`src/rtl/serial_sub.sv`:
```
// ============================================================================
// Module   : serial_sub (with leaf cell full_sub)
// Brief    : Bit-serial WIDTH-bit subtractor, d = a - b - bin, LSB first,
//            one bit per clock through a single full_sub cell.
// Revision : 1.0 - initial release
// ============================================================================
`default_nettype none

// One-bit full subtractor: d = a - b - ci, bo = borrow out of this bit.
module full_sub (
  input  logic a,
  input  logic b,
  input  logic ci,
  output logic d,
  output logic bo
);

  assign d  = a ^ b ^ ci;
  assign bo = (~a & b) | (~a & ci) | (b & ci);

endmodule

module serial_sub #(
  parameter int WIDTH = 8
) (
  input  logic             clk,
  input  logic             rst_n,
  input  logic             start,
  input  logic [WIDTH-1:0] a,
  input  logic [WIDTH-1:0] b,
  input  logic             bin,
  output logic             busy,
  output logic             done,
  output logic [WIDTH-1:0] d,
  output logic             bo
);

  // Counter needs to reach WIDTH-1; one spare bit keeps the compare simple.
  localparam int CW = $clog2(WIDTH) + 1;
  localparam logic [CW-1:0] C_LAST = CW'(WIDTH - 1);

  typedef enum logic [1:0] {
    IDLE = 2'd0,
    RUN  = 2'd1,
    DONE = 2'd2
  } state_t;

  state_t           state_q;
  logic [WIDTH-1:0] a_sh_q;
  logic [WIDTH-1:0] b_sh_q;
  logic [WIDTH-1:0] r_sh_q;
  logic             brw_q;
  logic [CW-1:0]    cnt_q;
  logic [WIDTH-1:0] d_q;
  logic             bo_q;

  logic             cell_d;
  logic             cell_bo;

  // The single arithmetic cell: current LSBs plus the stored borrow.
  full_sub u_cell (
    .a  (a_sh_q[0]),
    .b  (b_sh_q[0]),
    .ci (brw_q),
    .d  (cell_d),
    .bo (cell_bo)
  );

  // Control FSM and serial datapath; d/bo update only when entering DONE.
  always_ff @(posedge clk or negedge rst_n) begin
    if (!rst_n) begin
      state_q <= IDLE;
      a_sh_q  <= '0;
      b_sh_q  <= '0;
      r_sh_q  <= '0;
      brw_q   <= 1'b0;
      cnt_q   <= '0;
      d_q     <= '0;
      bo_q    <= 1'b0;
    end else begin
      case (state_q)
        IDLE: begin
          if (start) begin
            a_sh_q  <= a;
            b_sh_q  <= b;
            brw_q   <= bin;
            cnt_q   <= '0;
            state_q <= RUN;
          end
        end

        RUN: begin
          a_sh_q <= a_sh_q >> 1;
          b_sh_q <= b_sh_q >> 1;
          r_sh_q <= {cell_d, r_sh_q[WIDTH-1:1]};
          brw_q  <= cell_bo;
          cnt_q  <= cnt_q + 1'b1;
          if (cnt_q == C_LAST) begin
            // Last bit: publish the fully assembled result directly.
            d_q     <= {cell_d, r_sh_q[WIDTH-1:1]};
            bo_q    <= cell_bo;
            state_q <= DONE;
          end
        end

        DONE: begin
          // Back-to-back start is accepted here without an IDLE gap.
          if (start) begin
            a_sh_q  <= a;
            b_sh_q  <= b;
            brw_q   <= bin;
            cnt_q   <= '0;
            state_q <= RUN;
          end else begin
            state_q <= IDLE;
          end
        end

        default: state_q <= IDLE;
      endcase
    end
  end

  // Handshake outputs are pure state decodes, so start never reaches them combinationally.
  assign busy = (state_q == RUN);
  assign done = (state_q == DONE);
  assign d    = d_q;
  assign bo   = bo_q;

endmodule

`default_nettype wire

```
`config.mk`:
```
export PLATFORM = sky130hd
export DESIGN_NAME = serial_sub
export DESIGN_NICKNAME = d
export VERILOG_FILES = /design/src/rtl/serial_sub.sv
export SDC_FILE = /design/constraint.sdc
export NUM_CORES = 1
export LEC_CHECK = 0
export ABC_CLOCK_PERIOD_IN_PS = 3500
export BUFFER_PORTS_ARGS = -buffer_cell sky130_fd_sc_hd__buf_2
export CAP_MARGIN = 15
export CORE_ASPECT_RATIO = 1.4
export CORE_MARGIN = 2
export CORE_UTILIZATION = 36
export DETAILED_ROUTE_END_ITERATION = 10
export PLACE_DENSITY = 0.64
export SYNTH_ARGS = -nofsm -noshare
export SYNTH_HDL_FRONTEND = slang
export SYNTH_SLANG_ARGS = --single-unit
export TNS_END_PERCENT = 30
```
`constraint.sdc`:
```
create_clock -name clk -period 3.5 [get_ports clk]
set_clock_uncertainty 0.15 [all_clocks]
set_input_delay 0.175 -clock clk [delete_from_list [all_inputs] [get_ports clk]]
set_output_delay 0.175 -clock clk [all_outputs]
set_load 0.005 [all_outputs]
```
Word level (Yosys, flattened, before mapping) --
Cells that the tools add are included.
Cells by class: add/sub/neg operators 1, eq/ne operators 6, muxes and demuxes 12, bitwise operators 8, reduce and logical (&&, ||, !) cells 6
Operators with widths (number):
- 8-bit case mux with 2 select lines | 2
- 8-bit two-way mux | 2
- 4-bit case mux with 2 select lines | 1
- 2-bit case mux with 3 select lines | 1
- 2-bit AND reduction | 3
- 4-bit by 1-bit adder with 4-bit output (second input constant) | 1
- 4-bit by 3-bit equality test with 1-bit output (second input constant) | 1
- 2-bit two-way mux | 2
- 4-bit two-way mux | 1
- 2-bit by 1-bit inequality test with 1-bit output (second input constant) | 2
- 1-bit AND | 3
- 2-bit by 1-bit equality test with 1-bit output (second input constant) | 1
- 2-bit equality test (second input constant) | 1
- 2-bit logical NOT | 1
- 1-bit two-way mux | 2
- 2-bit inequality test (second input constant) | 1
- 1-bit bitwise OR | 2
- 1-bit case mux with 2 select lines | 1
- 2-bit nonzero test | 1
- 2-bit OR reduction | 1
- 1-bit XOR | 2
- 1-bit NOT | 1
Word-level totals: register bits 40, input bits 20, output and inout port bits 11, word-level logic and storage cells 41

Longest topological paths before layout --
Gate-level depths: netlist of run 1.
depth after elaboration 5, gate-level depth with buffers 6, mapped depth without buffers 4

Modules after synthesis --
A second synthesis of run 1 with hierarchy kept.
Second synthesis, totals: cells, all modules 154, area total of the unflattened synthesis 1724.2 µm²
By module, submodules not included:
- serial_sub | times used 1, cells an instance 151, area an instance 1696.6 µm², sequential area each 975.9 µm²
- full_sub | times used 1, cells an instance 3, area an instance 27.5 µm², sequential area each 0.0 µm²

Worst setup path before layout of run 1 --
Ideal clock, no wire load.
path kind register to register, from register state_q[1], to register d_q[0] (netlist: d[0]), library setup time 125 ps, data arrival time 1391 ps, data required time 3225 ps, setup slack 1834 ps, cell stages (with the launch flop) 5, path buffers 1, clock period less this slack 1666 ps, cells stage by stage dfrtp_1 > nand2b_1 > buf_2 > nor3_4 > mux2_2
Between the ends: cells in the longest elaborated chain, start to end 2
Ends and longest elaborated chain:
- from (decl) | line 48 | state_t state_q;
- from (signal assigned) | line 72 | state_q <= IDLE;
- from (signal assigned) | line 88 | state_q <= RUN;
- from (signal assigned) | line 102 | state_q <= DONE;
- 2-bit by 1-bit equality test with 1-bit output | line 81 | case (state_q)
- 2-bit AND reduction (no line)
- to (signal assigned) | line 100 | d_q <= {cell_d, r_sh_q[WIDTH-1:1]};
- to (decl) | line 54 | logic [WIDTH-1:0] d_q;
Every way passes these cells. A chain may end at the register's enable or synchronous reset.

Worst setup path in the final report of run 1 --
from register state_q[0], to register b_sh_q[0]
Between the ends: cells in the longest elaborated chain, start to end 4, elaborated cells on any way between the ends 8, those cells by class 3 x eq/ne; 1 x mux; 4 x reduce/logical
Ends and longest elaborated chain:
- 2-bit equality test or 2-bit logical NOT (tied branches) | line 81
- 2-bit OR reduction (no line)
- 2-bit by 1-bit inequality test with 1-bit output (no line) or 2-bit nonzero test (tied branches)
- 2-bit AND reduction (no line)
- to (signal assigned) | line 94 | b_sh_q <= b_sh_q >> 1;
- to (decl) | line 50 | logic [WIDTH-1:0] b_sh_q;
Several ways; a longest one is shown, not always the timed one.

==> results of run 1 <==
-- final timing paths --
check,start,end,slack (ns),cells past startpoint
max in group asynchronous,rst_n,d[7],2.29,2
min reg2reg,bo,bo,0.34,1
min,a[0],a_sh_q[0],0.04,3
min in group asynchronous,rst_n,d[1],0.39,2
max,state_q[0],b_sh_q[0],1.22,3
max reg2reg,state_q[0],b_sh_q[0],1.22,3
-- cells in the mapped netlist --
cell	number	area [um^2]
a21o_1	1	7.51
a22o_1	1	8.76
buf_2	3	15.0
buf_4	2	15.0
clkbuf_1	1	3.75
clkinv_1	1	3.75
dfrtp_1	39	976
fa_1	1	20.0
ha_1	1	12.5
inv_1	2	7.51
mux2_1	1	11.3
mux2_2	35	394
mux2i_1	5	50.1
nand2_1	24	90.1
nand2b_1	3	18.8
nand3_1	4	20.0
nand4b_1	1	8.76
nor2_1	1	3.75
nor2b_1	1	6.26
nor3_4	1	16.3
nor3b_1	1	7.51
o21ai_0	5	25.0
xnor2_1	2	17.5
-- worst max-delay path, delay by kind of cell (launching register included) --
family | cells | cell delay (ns)
flops | 1 | 0.61
mux | 1 | 0.41
simple gates | 2 | 0.98
-- repair_timing --
item,4_1_cts,5_1_grt
buffers inserted,0,0
endpoints found under the setup margin,0,0
hold endpoints to repair,39,0
hold buffers,1,0
-- kinds of logic after synthesis --
| logic type | count (synthesis) |
|---|---|
| DFF | 39 |
| buffers and inverters | 9 |
| and+or+nand+nor | 36 |
| AOI/OAI and AO/OA | 7 |
| xor gates and xnor gates | 2 |
| muxes | 41 |
| adders and majority gates | 2 |
-- sequential cells by signal, indices dropped and copies added (netlist names) --
| register | count |
|---|---|
| bo | 1 |
| r_sh_q | 7 |
| cnt_q | 4 |
| a_sh_q | 8 |
| b_sh_q | 8 |
| brw_q | 1 |
| d | 8 |
| state_q | 2 |
-- layout by cell type (no fill, tap or decap) --
| cell type | Yosys | routed |
|---|---|---|
| clkbuf_8 | 0 | 5 |
| fa_1 | 1 | 1 |
| nand2b_1 | 3 | 3 |
| nand3_1 | 4 | 4 |
| a21o_1 | 1 | 1 |
| ha_1 | 1 | 1 |
| dlygate4sd3_1 | 0 | 1 |
| nor2_1 | 1 | 1 |
| buf_4 | 2 | 1 |
| dfrtp_1 | 39 | 39 |
| clkbuf_1 | 1 | 1 |
| nand4b_1 | 1 | 1 |
| a22o_1 | 1 | 1 |
| clkinv_1 | 1 | 1 |
| inv_1 | 2 | 2 |
| mux2_1 | 1 | 1 |
| nor2b_1 | 1 | 1 |
| mux2_2 | 35 | 35 |
| xnor2_1 | 2 | 2 |
| nor3_4 | 1 | 1 |
| mux2i_1 | 5 | 5 |
| o21ai_0 | 5 | 5 |
| nor3b_1 | 1 | 1 |
| buf_2 | 3 | 30 |
| nand2_1 | 24 | 24 |
-- where the power goes --
part | internal [mW] | switching [mW] | total (mW)
combinational | 0.388 | 0.280 | 0.668
clock | 0.133 | 0.135 | 0.267
sequential | 0.662 | 0.142 | 0.805
total | 1.18 | 0.557 | 1.74
-- stage by stage --
step | setup slack [ns] | hold slack [ns] | instance area (um^2) | std cells
after floorplan | 1.83 | -0.271 | 1740 | 136
after global placement | 1.23 | 0.168 | 1940 | 223
final | 1.22 | 0.0416 | 2020 | 230
after detailed placement | 1.16 | 0.180 | 1940 | 223
after CTS | 1.15 | 0.0314 | 2020 | 230
after global routing | 0.976 | 0.0574 | 2020 | 230
-- area by class of cell --
type                            instances  area share
Clock buffer                            6      0.0359
Inverter                                3     0.00557
Multi-Input combinational cell         88       0.355
Sequential cell                        39       0.482
Tap cell                               62      0.0383
Timing Repair Buffer                   32      0.0829
-- metal layers --
layer / global-route usage / up-vias
li1: - / 526
met1: 0.143 / 507
met2: 0.207 / 30
met3: 0.0455 / 4
met4: 0.0364 / 0
met5: 0 / -
==> results.yml, run 1 <==
synthesis:
  syn-instance-count: 136
  syn_nets: 158
  synthSimpleGateAreaFrac: 0.0986
  seq_area_frac_synth: 0.561
  synth_top_family_by_area: "multiplexers"
  synth-xor-area-share: 0.0101
  yosys_warnings: 0
  synthMuxAreaShare: 0.262
  synth_compound_area_frac: 0.0237
  syn_area_um2: 1740
  synth-seq-cells: 39
  syn_avg_cell_area_um2: 12.8
  synthAdderAreaFrac: 0.0187
  ys_types: 23
sta:
  rsz0062_at_grt: "false"
  fin_crit_sh: 0.651
  slew_viol_final: 0
  setup_viol: 0
  tightest_slew_ns: 0.843
  fin_crit_ns: 2.28
  max_freq_mhz: 439
  tns_ns: 0
  maxSlewHeadroom: 0.438
  hold_viol_final: 0
grt:
  grt_pass1_wl_um: 5110
  antenna_found_initial: 0
  grt_usage: 0.121
  grt_pass1_vias: 1135
  grt_start_max_net_pins: 40
  grt.overflow.total: 0
drt:
  maxUsedRoutingLayer: "met4"
  dr.pass1.iters: 4
  wl_met1_um: 1160
  drc: 0
  wl_met2_um: 1440
  drtAntennaViolNets: 0
  met3_length_um: 173
  wl_per_cell_um: 12.2
  drt_wl_total_um: 2800
  vias: 1067
  avgViaCountPerCell: 4.64
  drt_iter0_drc: 10
power:
  irDropWorstVdd_uv: 417
  powerDensity_nw_per_um2: 860
  leakage_nw: 0.974
  p_total_mw: 1.74
cts:
  cts_htree_levels: 2
  cts-resized-gates: 0
  clock_sinks: 39
  numCtsBuffers: 5
  clkTransAtPathRegs_ns: 0.07
  cts-root-buf: "clkbuf_8"
  clkLatencyLatePin_ns: 0.28
  cts_tree: "yes"
  clock_path_buffers: 2
finish:
  area_delta_synth_final_pct: 16.3
  multiInputGateArea_um2: 718
  antennaDiodeCount: 0
  register_area_um2: 976
  post-route-util: 0.439
  fillCellCount: 450
  drive_gt1_frac: 0.429
  nets: 191
placement:
  gp_congestion: 0.794
  io_buffers: 30
  dp_hpwl_um: 2090
worst_setup_path:
  cp-end-kind: "register"
  crit_slowest_cell: "dfrtp_1"
  start_kind: "register"
  required_ns: 3.52
  crit_path_cell_trace: "nand2b_1 > nand2_1 > mux2_2"
  slowest_delay_ns: 0.61
  cp_max_fo: 15
  crit_type: "register to register"
  cp.arrival_ns: 2.30
floorplan:
  start_util: 0.377
  row_count: 29
  coreArea_um2: 4610
  die_w_um: 62.7
  die_h_um: 86.2
  io_pins: 31
  dieArea_um2: 5410
flow_run:
  cap_violations: 0
hold_path:
  hp-class: "input pin to register"
status:
  outcome: "completed"
No activity file was read; power rests on OpenSTA's default activity.
==> run 2: changes to the inputs <==
Settings changed: ABC_AREA set to 1, ABC_CLOCK_PERIOD_IN_PS 3500 to 2090, PLACE_DENSITY 0.64 to 0.66.
Clock period 3.5 ns to 2.09 ns, I/O delays scaled along.
==> run 2 against run 1 <==
  * Area after synthesis is 1.7% lower
  * Routed wire length increased by 16%
  * Setup slack worse by 0.89 ns
  * Utilization increased by 1.9 points
  * Critical path depth grew 2
  * Count of clock-buffer cells in the layout up 1
  * Sequential cell count unchanged
  * Via count is 26% higher
  * Clock power rose by 81%
  * Global-route usage up 1.7 points
  * Critical endpoint is now d[5]
  * Largest cell class unchanged
  * Largest power group unchanged
==> results.yml, run 2 <==
drt:
  dr.pass1.iters: 4
  drt_wl_total_um: 3250
  drtAntennaViolNets: 0
  vias: 1341
  wl_per_cell_um: 11.1
  avgViaCountPerCell: 4.59
  drc: 0
  drt_iter0_drc: 85
floorplan:
  dieArea_um2: 5320
  die_w_um: 62.2
  die_h_um: 85.5
  coreArea_um2: 4540
  row_count: 29
  start_util: 0.377
  io_pins: 31
hold_path:
  hp-class: "input pin to register"
  hp-start: "a[0]"
  min_to: "a_sh_q[0]"
  whs_path_depth: 4
sta:
  slew_viol_final: 0
  tns_ns: 0
  fin_crit_sh: 0.840
  hold_viol_final: 0
  rsz0062_at_grt: "false"
  max_freq_mhz: 569
  maxSlewHeadroom: 0.427
  setup_viol: 0
  fin_crit_ns: 1.76
  fin_ws_ns: 0.334
  tightest_slew_ns: 0.860
  hold_ws_ns: 0.0118
worst_setup_path:
  reg2reg_depth: 5
  r2r_slack_ns: 0.33
  rr_startpoint: "cnt_q[0]"
  rr_endpoint: "d[5]"
  crit_type: "register to register"
  cp.arrival_ns: 1.84
  cp_max_fo: 12
  start_kind: "register"
  cp-end-kind: "register"
  required_ns: 2.17
placement:
  io_buffers: 30
  gp_congestion: 0.737
  dp_hpwl_um: 2190
  dp.cells: 275
  dpl_worst_slack_ns: 0.327
cts:
  cts_htree_levels: 2
  clock_path_buffers: 2
  cts_tree: "yes"
  clock_sinks: 39
  cts-resized-gates: 0
  clkTransAtPathRegs_ns: 0.07
  cts-root-buf: "clkbuf_8"
  numCtsBuffers: 5
  clkLatencyLatePin_ns: 0.29
synthesis:
  synth_common_cells: "41 x nand2_1, 39 x dfrtp_1, 28 x o21ai_1"
  syn_area_um2: 1710
  syn_avg_cell_area_um2: 9.04
  ys_types: 21
  syn-instance-count: 189
  async_flop_share: 1.00
  seq_area_frac_synth: 0.571
  yosysTopAreaCellShare: 0.571
  synthSimpleGateAreaFrac: 0.180
  yosys_warnings: 0
  yosys_most_used_dff: "dfrtp_1"
  synth_top_cell_by_area: "dfrtp_1"
  ys_top_cells_by_area: "dfrtp_1 57%, nand2_1 9.0%, o21ai_1 8.2%"
  synth-xor-area-share: 0
  synthMuxAreaShare: 0
  synth-seq-cells: 39
  synth_top_family_by_area: "simple AND/OR/NAND/NOR gates"
  syn_nets: 211
  synth_edf_count: 0
  yosysMostFrequentCell: "nand2_1"
  synthAdderAreaFrac: 0.0190
  synth_compound_area_frac: 0.168
power:
  leakage_nw: 0.987
  irDropWorstVdd_uv: 700
  powerDensity_nw_per_um2: 1480
finish:
  post-route-util: 0.458
  nets: 251
  fin_cells: 292
  final_common_cell: "nand2_1"
  final_cell_mix: "41 x nand2_1, 39 x dfrtp_1, 30 x buf_2, 28 x o21ai_1, 23 x nor2_1"
  area_delta_synth_final_pct: 21.6
  drive_gt1_frac: 0.196
  antennaDiodeCount: 0
grt:
  grt.overflow.total: 0
  grt_pass1_vias: 1280
  antenna_found_initial: 0
  grt_pass1_wl_um: 5860
  grt_usage: 0.139
  grt_start_max_net_pins: 40
flow_run:
  cap_violations: 0
status:
  outcome: "completed"
==> run 2: kinds of logic after synthesis <==
kind of cell,Yosys count
buffers and inverters,22
adders and majority gates,2
AOI/OAI and AO/OA,51
and+or+nand+nor,75
DFF,39
==> run 2: layer usage <==
metal	GRT usage	routed length [um]
met5	0	0
met3	0.0367	127
met2	0.229	1580
met4	0.0545	46
met1	0.175	1490
==> run 2: final cells by class <==
class | instances | area, um^2
multi-input combinational | 128 | 628
fill | 464 | 2460
inverter | 12 | 45.0
sequential | 39 | 976
clock buffer | 7 | 76.3
timing repair buffer | 43 | 270
clock inverter | 1 | 5.00
tap | 62 | 77.6
==> run 2: power breakdown <==
part / internal (mW) / leakage [nW] / total, mW / switching, mW
registers: 1.11 / 0.472 / 1.31 / 0.195
clock network: 0.234 / 0.0422 / 0.484 / 0.250
logic: 0.541 / 0.473 / 1.28 / 0.743
==> run 2: timing repair <==
action,CTS,global route
hold endpoints to repair,46,0
setup buffers,0,0
hold buffers,9,0
==> run 2: worst max path at each step <==
stage                        start   end  slack, ns  cells past startpoint
after floorplan           cnt_q[0]  d[7]       0.65                      4
after global placement    cnt_q[0]  d[5]       0.33                      5
after detailed placement  cnt_q[0]  d[5]       0.33                      5
after CTS                 cnt_q[0]  d[5]       0.31                      5
after global routing      cnt_q[0]  d[0]       0.15                      5
final                     cnt_q[0]  d[5]       0.33                      5
==> run 2: per-stage QoR <==
step | instance area [um^2] | total power [mW]
4_1_cts | 2080 | 3.13
6_report | 2080 | 3.07
5_1_grt | 2080 | 3.40
2_1_floorplan | 1710 | 2.29
3_3_place_gp | 1910 | 2.58
3_5_place_dp | 1910 | 2.62
==> run 2: worst max-delay path: stages (launching register included) <==
cell and delay, ns:
dfrtp_1 0.41, ha_1 0.22, nand3_1 0.41, nor2_4 0.36, nand2_1 0.09, nand2_1 0.07
==> run 3: changes to the inputs <==
Settings changed: ABC_CLOCK_PERIOD_IN_PS 2090 to 1840, PLACE_DENSITY 0.66 to 0.64.
Clock period 2.09 ns to 1.84 ns, I/O delays scaled along.
==> run 3 against run 2 <==
  * Non-clock buffer count rose by 6
  * Routed wire length rose by 3.4%
  * Setup slack improved by 0.043 ns
  * Die area did not move
  * Design area rose by 3.3%
  * Clock power rose by 29%
  * Critical path depth rose by 2
  * Count of clock-buffer cells in the layout rose by 1
  * Critical path type unchanged
==> results.yml, run 3 (synthesis results as in run 2) <==
status:
  outcome: "completed"
cts:
  cts_tree: "yes"
  cts_htree_levels: 2
  clock_sinks: 39
  cts_setup_buffers: 0
  clkLatencyLatePin_ns: 0.29
  clock_path_buffers: 2
  clkTransAtPathRegs_ns: 0.07
  cts-resized-gates: 0
  cts-root-buf: "clkbuf_8"
  hold_buffers: 11
  numCtsBuffers: 5
power:
  switching_share: 0.375
  leakage_nw: 1.02
  switchingPower_mw: 1.36
  irDropWorstVdd_uv: 733
  p_int_mw: 2.26
  powerDensity_nw_per_um2: 1680
  seq_power_share: 0.412
  power_frac_clock: 0.172
  p_comb_frac: 0.415
drt:
  drc: 0
  vias: 1355
  wl_per_cell_um: 11.3
  drt_iter0_drc: 48
  drt_wl_total_um: 3360
  drtAntennaViolNets: 0
  dr.pass1.iters: 3
  avgViaCountPerCell: 4.55
finish:
  multiInputGateArea_um2: 628
  register_area_um2: 976
  final_cell_mix: "41 x nand2_1, 39 x dfrtp_1, 30 x buf_2, 28 x o21ai_1, 23 x nor2_1"
  nets: 257
  drive_gt1_frac: 0.212
  antennaDiodeCount: 0
  area_delta_synth_final_pct: 25.6
  fillCellCount: 451
  final_common_cell: "nand2_1"
  stdcell_area_um2: 2150
worst_setup_path:
  cp-end-kind: "register"
  required_ns: 1.86
  cp.arrival_ns: 1.49
  r2r_slack_ns: 0.38
  crit_path_cell_trace: "buf_4 > nand2_1 > nand2_1 > buf_4 > inv_2 > nand2_1 > o21ai_1"
  start_kind: "register"
  cp_max_fo: 29
  crit_path_frequent_cell: "nand2_1"
  slowest_delay_ns: 0.38
  cp.buffers_inverters: 3
  crit_slowest_cell: "dfrtp_1"
  crit_type: "register to register"
  cp_top_family: "buffers and inverters"
sta:
  max_freq_mhz: 683
  rsz0062_at_grt: "false"
  tns_ns: 0
  tightest_slew_ns: 0.481
  hold_viol_final: 0
  fin_crit_ns: 1.46
  setup_viol: 0
  fin_crit_sh: 0.796
  slew_viol_final: 0
  maxSlewHeadroom: 0.680
  fin_ws_ns: 0.376
floorplan:
  die_h_um: 85.5
  start_util: 0.377
  coreArea_um2: 4540
  row_count: 29
  die_w_um: 62.2
  dieArea_um2: 5320
  io_pins: 31
placement:
  gp_congestion: 0.752
  dpl-instance-area_um2: 1940
  dp_hpwl_um: 2330
  dpl_worst_slack_ns: 0.371
  io_buffers: 30
grt:
  grt_start_max_net_pins: 40
  antenna_found_initial: 0
  grt.overflow.total: 0
  grt_pass1_wl_um: 5790
  grt_pass1_vias: 1306
  grt_usage: 0.140
hold_path:
  hp-class: "input pin to register"
flow_run:
  cap_violations: 0
## run 3: changes by cell type in the layout (fill, tap and decap cells not counted)
| cell | change |
|---|---|
| buf_4 | +4 |
| clkbuf_1 | -1 |
| clkbuf_8 | +2 |
| dlygate4sd3_1 | +2 |
| clkinv_2 | -1 |
## run 3: power groups by stage
stage | clock network [mW] | registers (mW) | logic [mW]
final | 0.622 | 1.49 | 1.50
after CTS | 0.648 | 1.50 | 1.54
after detailed placement | 0 | 1.51 | 1.51
after global placement | 0 | 1.50 | 1.48
after global routing | 0.681 | 1.55 | 1.73
after floorplan | 0 | 1.47 | 1.12
## run 3: final timing paths
path                             end        from  cells after the start
max                        a_sh_q[6]  state_q[0]                      7
min                        b_sh_q[5]        b[5]                      4
max reg2reg                a_sh_q[6]  state_q[0]                      7
min reg2reg                     d[3]   r_sh_q[4]                      2
max in group asynchronous  r_sh_q[2]       rst_n                      3
min in group asynchronous  r_sh_q[6]       rst_n                      3
## run 3: worst register-to-register path, stage by stage (launching register included)
cell and delay, ns:
dfrtp_1 0.38, buf_4 0.16, nand2_1 0.07, nand2_1 0.06, buf_4 0.27, inv_2 0.13, nand2_1 0.08, o21ai_1 0.05
## run 3: routing by layer
| layer | wire (um) | vias to the layer above | part of all wire | GRT usage |
|---|---|---|---|---|
| met1 | 1500 | 617 | 0.45 | 0.152 |
| met3 | 132 | 4 | 0.039 | 0.0407 |
| met4 | 64 | 0 | 0.019 | 0.0667 |
| li1 | - | 706 | - | - |
| met2 | 1660 | 28 | 0.49 | 0.252 |
| met5 | 0 | - | 0 | 0 |
## run 3: final cells by class
| cell class | instances | share of cell area |
|---|---|---|
| Inverter | 12 | 0.0210 |
| Clock buffer | 8 | 0.0466 |
| Sequential cell | 39 | 0.455 |
| Tap cell | 62 | 0.0361 |
| Multi-Input combinational cell | 128 | 0.293 |
| Timing Repair Buffer | 49 | 0.149 |
## run 3: through the flow
stage                     hold WS (ns)  power (mW)  std cells   util
after floorplan                 -0.354        2.60        189      -
after detailed placement        0.0306        3.02        279  0.427
after CTS                       0.0165        3.68        298  0.473
final                           0.0242        3.61        298  0.473
after global routing            0.0330        3.96        298  0.473
after global placement          0.0256        2.97        279  0.427
